--- src/rtl/pattern_pkg.sv ---
// Shared types and constants for the pattern generator.
package pattern_pkg;

    typedef enum logic [1:0] {
        MODE_VBARS   = 2'd0,
        MODE_HBARS   = 2'd1,
        MODE_CHECKER = 2'd2,
        MODE_SOLID   = 2'd3
    } mode_e;

    localparam int BLACK    = 0;
    localparam int PIPE_LAT = 2;

endpackage

--- src/rtl/pattern_gen_p_tile_counter.sv ---
// Divider-free tile position counter: sub-count within a tile plus tile index.
module tile_counter #(
    parameter int SPAN  = 40,
    parameter int IDX_W = 4,
    parameter int SUB_W = (SPAN > 1) ? $clog2(SPAN) : 1
) (
    input  logic             clock_i,
    input  logic             reset_i,
    input  logic             clear_i,
    input  logic             advance_i,
    output logic [SUB_W-1:0] sub_o,
    output logic [IDX_W-1:0] idx_o,
    output logic [IDX_W-1:0] idxNext_o
);

    logic [SUB_W-1:0] sub_q, sub_d;
    logic [IDX_W-1:0] idx_q, idx_d;

    always_comb begin
        sub_d = sub_q;
        idx_d = idx_q;
        if (clear_i) begin
            sub_d = '0;
            idx_d = '0;
        end else if (advance_i) begin
            if (sub_q == SUB_W'(SPAN - 1)) begin
                sub_d = '0;
                idx_d = idx_q + IDX_W'(1);
            end else begin
                sub_d = sub_q + SUB_W'(1);
            end
        end
    end

    always_ff @(posedge clock_i) begin
        if (reset_i) begin
            sub_q <= '0;
            idx_q <= '0;
        end else begin
            sub_q <= sub_d;
            idx_q <= idx_d;
        end
    end

    assign sub_o     = sub_q;
    assign idx_o     = idx_q;
    assign idxNext_o = idx_d;

endmodule

--- src/rtl/pattern_gen_p.sv ---
// Test-pattern generator between the video timing generator and the DAC/HDMI output.
// Stage 1 picks a palette index, stage 2 looks it up; syncs are delayed to match.
module pattern_gen_p #(
    parameter int CNT_W     = 12,
    parameter int COLOR_W   = 8,
    parameter int H_ACTIVE  = 640,
    parameter int V_ACTIVE  = 480,
    parameter int BAR_W     = 40,
    parameter int BAR_H     = 30,
    parameter int PAL_DEPTH = 16,
    localparam int PAL_AW   = $clog2(PAL_DEPTH)
) (
    input  logic                 rfr_clk,
    input  logic                 reset,
    input  logic                 video_on,
    input  logic [CNT_W-1:0]     pixel_cnt,
    input  logic [CNT_W-1:0]     line_cnt,
    input  logic                 h_sync,
    input  logic                 v_sync,
    input  logic [1:0]           mode,
    input  logic                 scroll_en,
    input  logic [PAL_AW-1:0]    solid_idx,
    input  logic                 pal_we,
    input  logic [PAL_AW-1:0]    pal_addr,
    input  logic [3*COLOR_W-1:0] pal_data,
    output logic [COLOR_W-1:0]   p_red,
    output logic [COLOR_W-1:0]   p_green,
    output logic [COLOR_W-1:0]   p_blue,
    output logic                 h_sync_o,
    output logic                 v_sync_o
);

    import pattern_pkg::*;

    localparam int RGB_W = 3 * COLOR_W;
    localparam int XSUB_W = (BAR_W > 1) ? $clog2(BAR_W) : 1;
    localparam int YSUB_W = (BAR_H > 1) ? $clog2(BAR_H) : 1;
    localparam logic [RGB_W-1:0] BLACK_RGB = RGB_W'(BLACK);

    function automatic logic [COLOR_W-1:0] greyLevel(input int entry);
        return COLOR_W'(entry) << (COLOR_W - PAL_AW);
    endfunction

    logic              frameStart;
    logic              lineEnd;
    mode_e             mode_q, mode_d;
    logic [PAL_AW-1:0] offset_q, offset_d;
    logic              armed_q, armed_d;

    logic [XSUB_W-1:0] xSub;
    logic [YSUB_W-1:0] ySub;
    logic [PAL_AW-1:0] xIdx, xIdxNext, yIdx, yIdxNext;
    logic [PAL_AW-1:0] col, row;
    logic              unusedTile;

    logic [PAL_AW-1:0] idx_q, idx_d;
    logic              active_q, active_d;
    logic [RGB_W-1:0]  rgb_q;
    logic [PIPE_LAT-1:0] hsPipe_q, vsPipe_q;
    logic [RGB_W-1:0]  palette_q [PAL_DEPTH];

    assign frameStart = (pixel_cnt == '0) && (line_cnt == '0);
    assign lineEnd    = (pixel_cnt == CNT_W'(H_ACTIVE - 1));

    tile_counter #(
        .SPAN  (BAR_W),
        .IDX_W (PAL_AW),
        .SUB_W (XSUB_W)
    ) u_xTile (
        .clock_i   (rfr_clk),
        .reset_i   (reset),
        .clear_i   (pixel_cnt == '0),
        .advance_i (1'b1),
        .sub_o     (xSub),
        .idx_o     (xIdx),
        .idxNext_o (xIdxNext)
    );

    tile_counter #(
        .SPAN  (BAR_H),
        .IDX_W (PAL_AW),
        .SUB_W (YSUB_W)
    ) u_yTile (
        .clock_i   (rfr_clk),
        .reset_i   (reset),
        .clear_i   (frameStart),
        .advance_i (lineEnd),
        .sub_o     (ySub),
        .idx_o     (yIdx),
        .idxNext_o (yIdxNext)
    );

    // Column advances with the pixel being sampled; the row only moves after a line ends.
    assign col = xIdxNext;
    assign row = frameStart ? '0 : yIdx;
    assign unusedTile = ^{xSub, ySub, xIdx, yIdxNext};

    always_comb begin
        mode_d   = mode_q;
        offset_d = offset_q;
        armed_d  = armed_q;
        if (frameStart) begin
            mode_d  = mode_e'(mode);
            armed_d = 1'b1;
            if (scroll_en) begin
                offset_d = offset_q + PAL_AW'(1);
            end
        end
    end

    always_comb begin
        idx_d = '0;
        unique case (mode_d)
            MODE_VBARS:   idx_d = col + offset_d;
            MODE_HBARS:   idx_d = row + offset_d;
            MODE_CHECKER: idx_d = col + row + offset_d;
            MODE_SOLID:   idx_d = solid_idx;
            default:      idx_d = '0;
        endcase
        active_d = video_on
                && (pixel_cnt < CNT_W'(H_ACTIVE))
                && (line_cnt < CNT_W'(V_ACTIVE))
                && armed_d;
    end

    always_ff @(posedge rfr_clk) begin
        if (reset) begin
            mode_q   <= MODE_VBARS;
            offset_q <= '0;
            armed_q  <= 1'b0;
            idx_q    <= '0;
            active_q <= 1'b0;
        end else begin
            mode_q   <= mode_d;
            offset_q <= offset_d;
            armed_q  <= armed_d;
            idx_q    <= idx_d;
            active_q <= active_d;
        end
    end

    // Palette lookup sees the pre-write contents when written in the same cycle.
    always_ff @(posedge rfr_clk) begin
        if (reset) begin
            for (int i = 0; i < PAL_DEPTH; i++) begin
                palette_q[i] <= {3{greyLevel(i)}};
            end
        end else if (pal_we) begin
            palette_q[pal_addr] <= pal_data;
        end
    end

    always_ff @(posedge rfr_clk) begin
        if (reset) begin
            rgb_q    <= BLACK_RGB;
            hsPipe_q <= '0;
            vsPipe_q <= '0;
        end else begin
            rgb_q    <= active_q ? palette_q[idx_q] : BLACK_RGB;
            hsPipe_q <= {hsPipe_q[PIPE_LAT-2:0], h_sync};
            vsPipe_q <= {vsPipe_q[PIPE_LAT-2:0], v_sync};
        end
    end

    assign p_red    = rgb_q[RGB_W-1 -: COLOR_W];
    assign p_green  = rgb_q[2*COLOR_W-1 -: COLOR_W];
    assign p_blue   = rgb_q[COLOR_W-1:0];
    assign h_sync_o = hsPipe_q[PIPE_LAT-1];
    assign v_sync_o = vsPipe_q[PIPE_LAT-1];

endmodule

--- config.mk ---
export PLATFORM = sky130hd
export DESIGN_NAME = pattern_gen_p
export DESIGN_NICKNAME = d
export VERILOG_FILES = /design/src/rtl/pattern_pkg.sv /design/src/rtl/pattern_gen_p_tile_counter.sv /design/src/rtl/pattern_gen_p.sv
export SDC_FILE = /design/constraint.sdc
export NUM_CORES = 1
export LEC_CHECK = 0
export CAP_MARGIN = 10
export CORE_MARGIN = 2
export CORE_UTILIZATION = 55
export DETAILED_ROUTE_END_ITERATION = 6
export GPL_TIMING_DRIVEN = 0
export PLACE_DENSITY = 0.87
export SYNTH_ARGS = -nofsm -noshare
export SYNTH_HDL_FRONTEND = slang
export SYNTH_SLANG_ARGS = --single-unit
--- constraint.sdc ---
create_clock -name rfr_clk -period 3.3 [get_ports rfr_clk]
set_input_delay 0.33 -clock rfr_clk [delete_from_list [all_inputs] [get_ports rfr_clk]]
set_output_delay 0.33 -clock rfr_clk [all_outputs]
set_load 0.02 [all_outputs]
==> qor.yml, run 1 <==
outcome:
  status: "finished, final reports clean"
layout:
  n_fill_cell: 2381
  layout-drive-gt1-share_pct: 17.2
  syn_to_final_growth_pct: 15.5
  nNetsFinal: 1513
route:
  routed-via-count: 12084
  route.detailed.drc: 0
  via_per_inst: 6.26
  drtAntennaViolNets: 0
  drtIter0Drc: 1724
  wl_per_cell_um: 26.2
  totalWireLength_mm: 50.5
  detail_route.first_pass.iterations: 7
synthesis:
  yosysTopAreaCellShare_pct: 58.3
  synth_most_common_cell: "edfxtp_1"
  ys.flop_type: "edfxtp_1"
  synthTopCellsByArea: "edfxtp_1, mux4_2, and2_1, dfxtp_1, or3_1"
  yosysSeqAreaShare_pct: 64.2
  synthCells: 1285
  yosys_warnings: 0
  synth_common_cells: "edfxtp_1, and2_1, mux4_2"
  synth_cell_types: 44
  synth_edf_count: 384
  ys_ff_latch: 443
  synth_area_um2: 19800
  syn_avg_cell_area_um2: 15.4
  async_flop_share_pct: 0
  syn_nets: 1365
  synth_top_area_cell: "edfxtp_1"
clocking:
  cts.clk_slew.worst_paths_ns: 0.06
  cts_tree: "built"
  cts_sinks: 443
  cts_buffers: 45
  clk_latency_ns: 0.56
  cts-htree-levels: 2
  clock-root-buffer: "clkbuf_16"
  ctsLongestPathBuffers: 3
sta:
  period_minus_slack_ns: 3.28
  slew_viol_final: 0
  fin_tns_setup_ns: 0
  maxSlewHeadroom_pct: 18.6
  rsz0062_at_grt: "yes"
  tightest_slew_ns: 1.22
  setup_viol: 0
  skew_ns: 0.0241
  hold_violations: 0
  timing.fmax_mhz: 305
  min_period_over_period_pct: 99.3
  setup_ws_ns: 0.0223
floorplanning:
  coreArea_um2: 35500
  die_area_um2: 37500
  die_h_um: 194
  die_w_um: 194
  rows: 69
  initial_core_util_pct: 55.8
  ios: 91
worst_setup_path:
  end_kind: "flop"
  max_stage_delay_ns: 0.48
  worst-r2r-setup-slack_ns: 0.17
  path_max_fanout: 5
  path_class: "in2reg"
  crit_required_ns: 3.76
  cp.arrival_ns: 3.74
  start_kind: "primary input"
  crit_buf_inv: 3
  cp_slowest_cell: "fa_1"
  crit_family: "adder cells"
  cp_cell_sequence: "clkdlybuf4s50_1, nor4_2, nand4_1, buf_4, nor2_4, nand2_2, mux2i_2, inv_2, fa_1, ha_2, fa_1, xor2_1, xnor2_1, xnor2_1, a221oi_2"
placed_design:
  hpwl_mm: 33.2
  gp_congestion: 0.872
  io_buffers: 90
  pre_cts_slack_ns: -0.876
global_route:
  grt_max_degree: 25
  grt_first_pass_wirelength_mm: 75.8
  grt_antenna_before_repair: 3
  grt_pass1_vias: 12413
  overflow: 0
  grt_use_total_pct: 27.2
power:
  leakage_nw: 7.60
  vdd_ir_drop_max_uv: 403
  powerDensity_nw_per_um2: 524
run:
  cap_violations: 0
hold_path:
  hold_path_class: "in2reg"
-- logic make-up (layout without fill, tap and decap cells) --
group / Yosys count / in the layout / synth area share, %
mux: 128 / 128 / 14.1
flops: 443 / 443 / 64.2
buf+inv: 113 / 297 / 2.30
xor+xnor: 23 / 23 / 1.02
other cells: 0 / 1 / 0
fa+ha+maj: 15 / 15 / 1.14
simple gates: 546 / 546 / 16.6
compound gates: 17 / 17 / 0.645
-- registers in the layout, indices dropped and copies added, names as in the netlist, 2 cells and up --
signal	flops
u_xTile.sub_o	6
palette_q	384
u_yTile.idx_o	4
mode_q	2
idx_q	4
u_yTile.sub_o	5
u_xTile.idx_o	4
vsPipe_q	2
offset_q	4
rgb_q	24
hsPipe_q	2
-- routing by layer --
layer	vias to the layer above	global-route usage, %	share of wire [%]
met5	-	0	0.053
met4	4	10.2	3.5
met3	136	6.91	12
met2	894	45.5	49
met1	5994	34.4	35
li1	5056	-	-
-- placed cells by master, fill, tap and decap left out, types with 15 or more instances in the layout --
| master | n |
|---|---|
| dfxtp_1 | 59 |
| clkdlybuf4s50_1 | 85 |
| or3_1 | 85 |
| nor2_1 | 48 |
| buf_4 | 15 |
| nand2b_1 | 17 |
| and2_1 | 292 |
| or2_2 | 17 |
| clkbuf_16 | 46 |
| nor2b_1 | 31 |
| clkbuf_1 | 90 |
| edfxtp_1 | 384 |
| mux4_2 | 120 |
-- path summary, 6_finish.rpt --
| path | from | to | depth (start not counted) |
|---|---|---|---|
| max | line_cnt[2] | idx_q[3] | 15 |
| min | pixel_cnt[10] | active_q | 4 |
| max reg2reg | u_xTile.sub_o[0] | idx_q[3] | 11 |
| min reg2reg | hsPipe_q[0] | hsPipe_q[1] | 1 |
-- power by group --
part           switching (W)  internal [W]
Sequential         0.0000880       0.00636
Clock                0.00215       0.00278
Combinational       0.000363      0.000231
Total                0.00260       0.00937
-- per-stage QoR --
stage | hold slack [ns] | power (W) | area, um^2 | utilization, % | std cells
floorplan | 0.414 | 0.00681 | 19800 | - | 1285
global placement | 0.421 | 0.00709 | 21300 | 60.0 | 1836
detailed placement | 0.431 | 0.00713 | 21300 | 60.0 | 1836
CTS | 0.337 | 0.0119 | 22700 | 64.0 | 1920
global route | 0.217 | 0.0122 | 22900 | 64.4 | 1930
finish | 0.188 | 0.0120 | 22900 | 64.4 | 1931
-- worst min-delay path: stages --
cell and delay (ns):
dlymetal6s2s_1 0.15, nor2_1 0.07, nand3_1 0.08, nor4_1 0.06
-- final cells by class --
class | count | area (um^2) | share of cell area, %
inverter | 10 | 37.5 | 0.164
clock buffer | 57 | 1210 | 5.30
multi-input combinational | 729 | 6690 | 29.3
antenna | 1 | 2.50 | 0.0109
buffer | 103 | 420 | 1.84
sequential | 443 | 12700 | 55.6
clock inverter | 26 | 209 | 0.914
timing repair buffer | 101 | 996 | 4.36
tap | 461 | 577 | 2.52
-- repair_timing --
item	CTS	global route
gates resized for setup	4	17
setup buffers	1	10
cloned	0	0
endpoints found under the setup margin	25	27
hold buffers	0	0
pin swaps	1	14
Power figures use the tool's default switching activity.
==> run 2: changes to the inputs <==
==> constraint.sdc (replaced) <==
create_clock -name rfr_clk -period 3.3 [get_ports rfr_clk]
set_input_delay 0.66 -clock rfr_clk [delete_from_list [all_inputs] [get_ports rfr_clk]]
set_output_delay 0.66 -clock rfr_clk [all_outputs]
set_load 0.02 [all_outputs]
==> run 2 against run 1 <==
  * Sequential power is essentially flat
  * Critical path depth shrank 10
  * Cell area is essentially flat
  * Clock skew grew 0.0050 ns
  * Largest cell class unchanged
  * Global-route usage grew 0.43 points
  * Die area is the same
  * Clock power shrank 1%
  * Count of clock-buffer cells in the layout grew 5
==> qor.yml, run 2 (synthesis results as in run 1) <==
layout:
  layout_common_cells: "edfxtp_1, and2_1, mux4_2, clkbuf_1, or3_1"
  layout-drive-gt1-share_pct: 17.0
  largest_register: "palette_q"
  largest_reg_flops: 384
  syn_to_final_growth_pct: 15.4
  stdcell_area_um2: 22800
  final_common_cell: "edfxtp_1"
  nNetsFinal: 1510
sta:
  hold_violations: 0
  hold_ws_ns: 0.438
  maxSlewHeadroom_pct: 23.2
  min_period_over_period_pct: 97.8
  setup_viol: 0
  fin_tns_setup_ns: 0
  slew_viol_final: 0
  period_minus_slack_ns: 3.23
  timing.fmax_mhz: 310
  setup_ws_ns: 0.0740
  tightest_slew_ns: 1.15
  rsz0062_at_grt: "yes"
  skew_ns: 0.0291
worst_setup_path:
  end_kind: "flop"
  crit_required_ns: 3.50
  cp-startpoint: "reset"
  start_kind: "primary input"
  cp.arrival_ns: 3.43
  reg2reg_from: "u_xTile.sub_o[0]"
  path_max_fanout: 24
  path_class: "in2reg"
route:
  route.detailed.drc: 0
  via_per_inst: 6.36
  detail_route.first_pass.iterations: 5
  drtAntennaViolNets: 0
  drtIter0Drc: 1756
  wl_per_cell_um: 26.6
  totalWireLength_mm: 51.4
  routed-via-count: 12277
floorplanning:
  rows: 69
  ios: 91
  initial_core_util_pct: 55.8
  coreArea_um2: 35500
  die_h_um: 194
  die_area_um2: 37500
  die_w_um: 194
power:
  leakage_nw: 7.59
  finalPower_w: 0.0119
  powerDensity_nw_per_um2: 522
  vdd_ir_drop_max_uv: 430
clocking:
  clk_latency_ns: 0.56
  clock-root-buffer: "clkbuf_16"
  cts_buffers: 45
  cts.clk_slew.worst_paths_ns: 0.06
  cts_sinks: 443
  cts-htree-levels: 2
  ctsLongestPathBuffers: 3
  postCtsHoldBufs: 0
  cts_tree: "built"
run:
  cap_violations: 0
placed_design:
  gp_congestion: 0.870
  hpwl_mm: 33.5
  pre_cts_slack_ns: -0.922
  io_buffers: 90
  dpl_cell_area_um2: 21300
outcome:
  status: "finished, final reports clean"
global_route:
  grt_first_pass_wirelength_mm: 77.1
  grt_antenna_before_repair: 7
  grt_pass1_vias: 12615
  grt_max_degree: 25
  grt_use_total_pct: 27.6
  overflow: 0
hold_path:
  min-delay-start: "hsPipe_q[0]"
  hold_path_class: "reg2reg"
[run 2: path summary, 6_finish.rpt]
kind | slack [ns] | end | depth (start not counted)
hold reg to reg | 0.44 | hsPipe_q[1] | 1
setup / recovery | 0.07 | palette_q[12][17] | 5
setup reg to reg | 0.16 | idx_q[3] | 12
hold / removal | 0.44 | hsPipe_q[1] | 1
[run 2: what timing repair did]
action                                  CTS  global route
endpoints found under the setup margin   74           140
setup buffers                             8             1
pin swaps                                14             8
resized for setup                        37             9
[run 2: where the power goes]
part           switching, W  leakage [nW]  total, W  internal (W)
clock network       0.00212         0.676   0.00487       0.00275
logic              0.000375          2.72  0.000600      0.000226
registers         0.0000885          4.19   0.00645       0.00636
total               0.00258          7.59    0.0119       0.00934
[run 2: worst max-delay path, cell delays in order]
cell	delay (ns)
clkdlybuf4s50_1	0.63
nand4b_1	0.54
nor3_4	0.49
clkbuf_1	0.55
or2_4	0.54
[run 2: cell type report]
type                    instances  area (um^2)
inverters                      10         37.5
clock buffers                  62         1220
plain buffers                 102          419
multi-input cells             729         6760
flip-flops and latches        443        12700
repair buffers                 99          950
clock inverters                20          160
diodes                          3         7.51
well taps                     461          577
fillers                      2345        12600
[run 2: layer usage]
| layer | vias up | wire (um) | track usage (%) |
|---|---|---|---|
| met5 | - | 47 | 0 |
| met4 | 8 | 2330 | 10.4 |
| met3 | 199 | 6930 | 7.32 |
| met2 | 1014 | 25000 | 45.7 |
| met1 | 6004 | 17000 | 35.2 |
| li1 | 5052 | - | - |
[run 2: per-stage QoR]
stage / cells / utilization (%)
after floorplan: 1285 / -
after global placement: 1836 / 60.0
after detailed placement: 1836 / 60.0
after CTS: 1925 / 64.3
after global routing: 1926 / 64.4
final: 1929 / 64.4
==> run 3: changes to the inputs <==
--- a/config.mk
+++ b/config.mk
@@ -6,6 +6,7 @@
 export NUM_CORES = 1
 export LEC_CHECK = 0
 export CAP_MARGIN = 10
+export CORE_ASPECT_RATIO = 0.75
 export CORE_MARGIN = 2
 export CORE_UTILIZATION = 55
 export DETAILED_ROUTE_END_ITERATION = 6
==> run 3 against run 2 <==
  * The run now ends with negative setup slack left
  * Utilization up 0.26 points
  * Via count up 1.7%
  * Critical path depth up 8
  * Register-to-register slack worse by 0.13 ns
  * Cell count up 0.83%
  * Largest power group unchanged
  * Highest routed layer unchanged
==> qor.yml, run 3 (synthesis results as in run 1) <==
floorplanning:
  coreArea_um2: 35700
  initial_core_util_pct: 55.5
  die_h_um: 168
  ios: 91
  die_area_um2: 37500
  rows: 60
  die_w_um: 223
sta:
  rsz0062_at_grt: "yes"
  period_minus_slack_ns: 3.33
  tightest_slew_ns: 1.10
  slew_viol_final: 0
  setup_ws_ns: -0.0301
  setup_viol: 35
  maxSlewHeadroom_pct: 26.7
  min_period_over_period_pct: 101
  hold_violations: 0
  hold_ws_ns: 0.454
  fin_tns_setup_ns: -0.425
  skew_ns: 0.0180
  timing.fmax_mhz: 300
worst_setup_path:
  end_kind: "flop"
  crit_required_ns: 3.76
  cp_cell_sequence: "dlygate4sd2_1, nor4_4, buf_4, and3_1, clkbuf_4, nor2_1, fa_1, ha_2, fa_2, xor2_2, xnor2_1, xnor2_1, a221oi_2"
  start_kind: "primary input"
  max_stage_delay_ns: 0.49
  path_max_fanout: 10
  cp.arrival_ns: 3.79
  path_common_cell: "xnor2_1"
  cp_slowest_cell: "fa_1"
  path_class: "in2reg"
power:
  leakage_nw: 7.76
  vdd_ir_drop_max_uv: 353
  powerDensity_nw_per_um2: 526
  finalPower_w: 0.0121
clocking:
  cts_buffers: 44
  cts.clk_slew.worst_paths_ns: 0.06
  postCtsHoldBufs: 0
  clk_latency_ns: 0.57
  cts_sinks: 443
  clock-root-buffer: "clkbuf_16"
  ctsLongestPathBuffers: 3
  cts_tree: "built"
  cts-htree-levels: 2
global_route:
  overflow: 0
  grt_max_degree: 25
  grt_use_total_pct: 28.9
  grt_pass1_vias: 12572
  grt_antenna_before_repair: 5
  grt_first_pass_wirelength_mm: 78.4
layout:
  largest_register: "palette_q"
  nNetsFinal: 1528
  final_core_util_pct: 64.6
  final_common_cell: "edfxtp_1"
  largest_reg_flops: 384
  n_fill_cell: 2248
  stdcell_count: 1945
  layout-drive-gt1-share_pct: 18.3
  layout_common_cells: "edfxtp_1, and2_1, mux4_2, clkbuf_1, or3_1"
  syn_to_final_growth_pct: 16.4
route:
  wl_per_cell_um: 28.0
  drtIter0Drc: 2240
  detail_route.first_pass.iterations: 6
  drtAntennaViolNets: 0
  totalWireLength_mm: 54.4
  via_per_inst: 6.42
  route.detailed.drc: 0
  routed-via-count: 12491
outcome:
  violations: "negative setup slack"
  status: "complete, but fails checks"
placed_design:
  gp_congestion: 0.879
  hpwl_mm: 35.1
  dp.cells: 1840
  io_buffers: 90
hold_path:
  hold_path_class: "reg2reg"
run:
  cap_violations: 0
-- run 3: worst paths after layout --
check,from,slack (ns),cells after the start,end
min,hsPipe_q[0],0.45,1,hsPipe_q[1]
max reg2reg,u_xTile.sub_o[0],0.03,12,idx_q[3]
min reg2reg,hsPipe_q[0],0.45,1,hsPipe_q[1]
max,pixel_cnt[7],-0.03,13,idx_q[3]
-- run 3: final cells by class --
type / instances / area (um^2) / share of cell area, %
Sequential cell: 443 / 12700 / 55.2
Multi-Input combinational cell: 729 / 6770 / 29.4
Buffer: 103 / 427 / 1.85
Tap cell: 465 / 582 / 2.52
Inverter: 10 / 37.5 / 0.163
Antenna cell: 1 / 2.50 / 0.0109
Clock buffer: 55 / 1170 / 5.09
Clock inverter: 22 / 239 / 1.04
Timing Repair Buffer: 117 / 1110 / 4.80
-- run 3: stage by stage --
stage          setup WS [ns]  area [um^2]
2_1_floorplan         -0.164        19800
3_3_place_gp          -0.963        21300
3_5_place_dp           -1.10        21300
4_1_cts               -0.142        23000
5_1_grt               -0.126        23000
6_report             -0.0301        23000
-- run 3: where the power goes --
part	internal [W]	switching, W	leakage [nW]	total [W]
clock network	0.00291	0.00213	0.678	0.00504
registers	0.00636	0.0000880	4.19	0.00645
logic	0.000232	0.000400	2.90	0.000632
-- run 3: per-layer routing --
metal  track usage, %  up-vias  routed length (um)
met5                0        -                  46
met2             44.0     1004               24600
li1                 -     5068                   -
met4             9.98        6                2050
met1             39.3     6227               19200
met3             9.69      186                8420
-- run 3: repair_timing --
item / 4_1_cts / 5_1_grt
pin swaps: 15 / 17
gates resized for setup: 29 / 30
setup buffers: 22 / 5
endpoints found under the setup margin: 74 / 26
-- run 3: worst max-delay path, delay by kind of cell --
family	cells	cell delay, ns
AO/OA/AOI/OAI	1	0.28
XOR/XNOR	3	0.46
adder cells (fa/ha/maj)	3	1.05
buffers and inverters	3	0.68
AND/OR/NAND/NOR	3	0.66
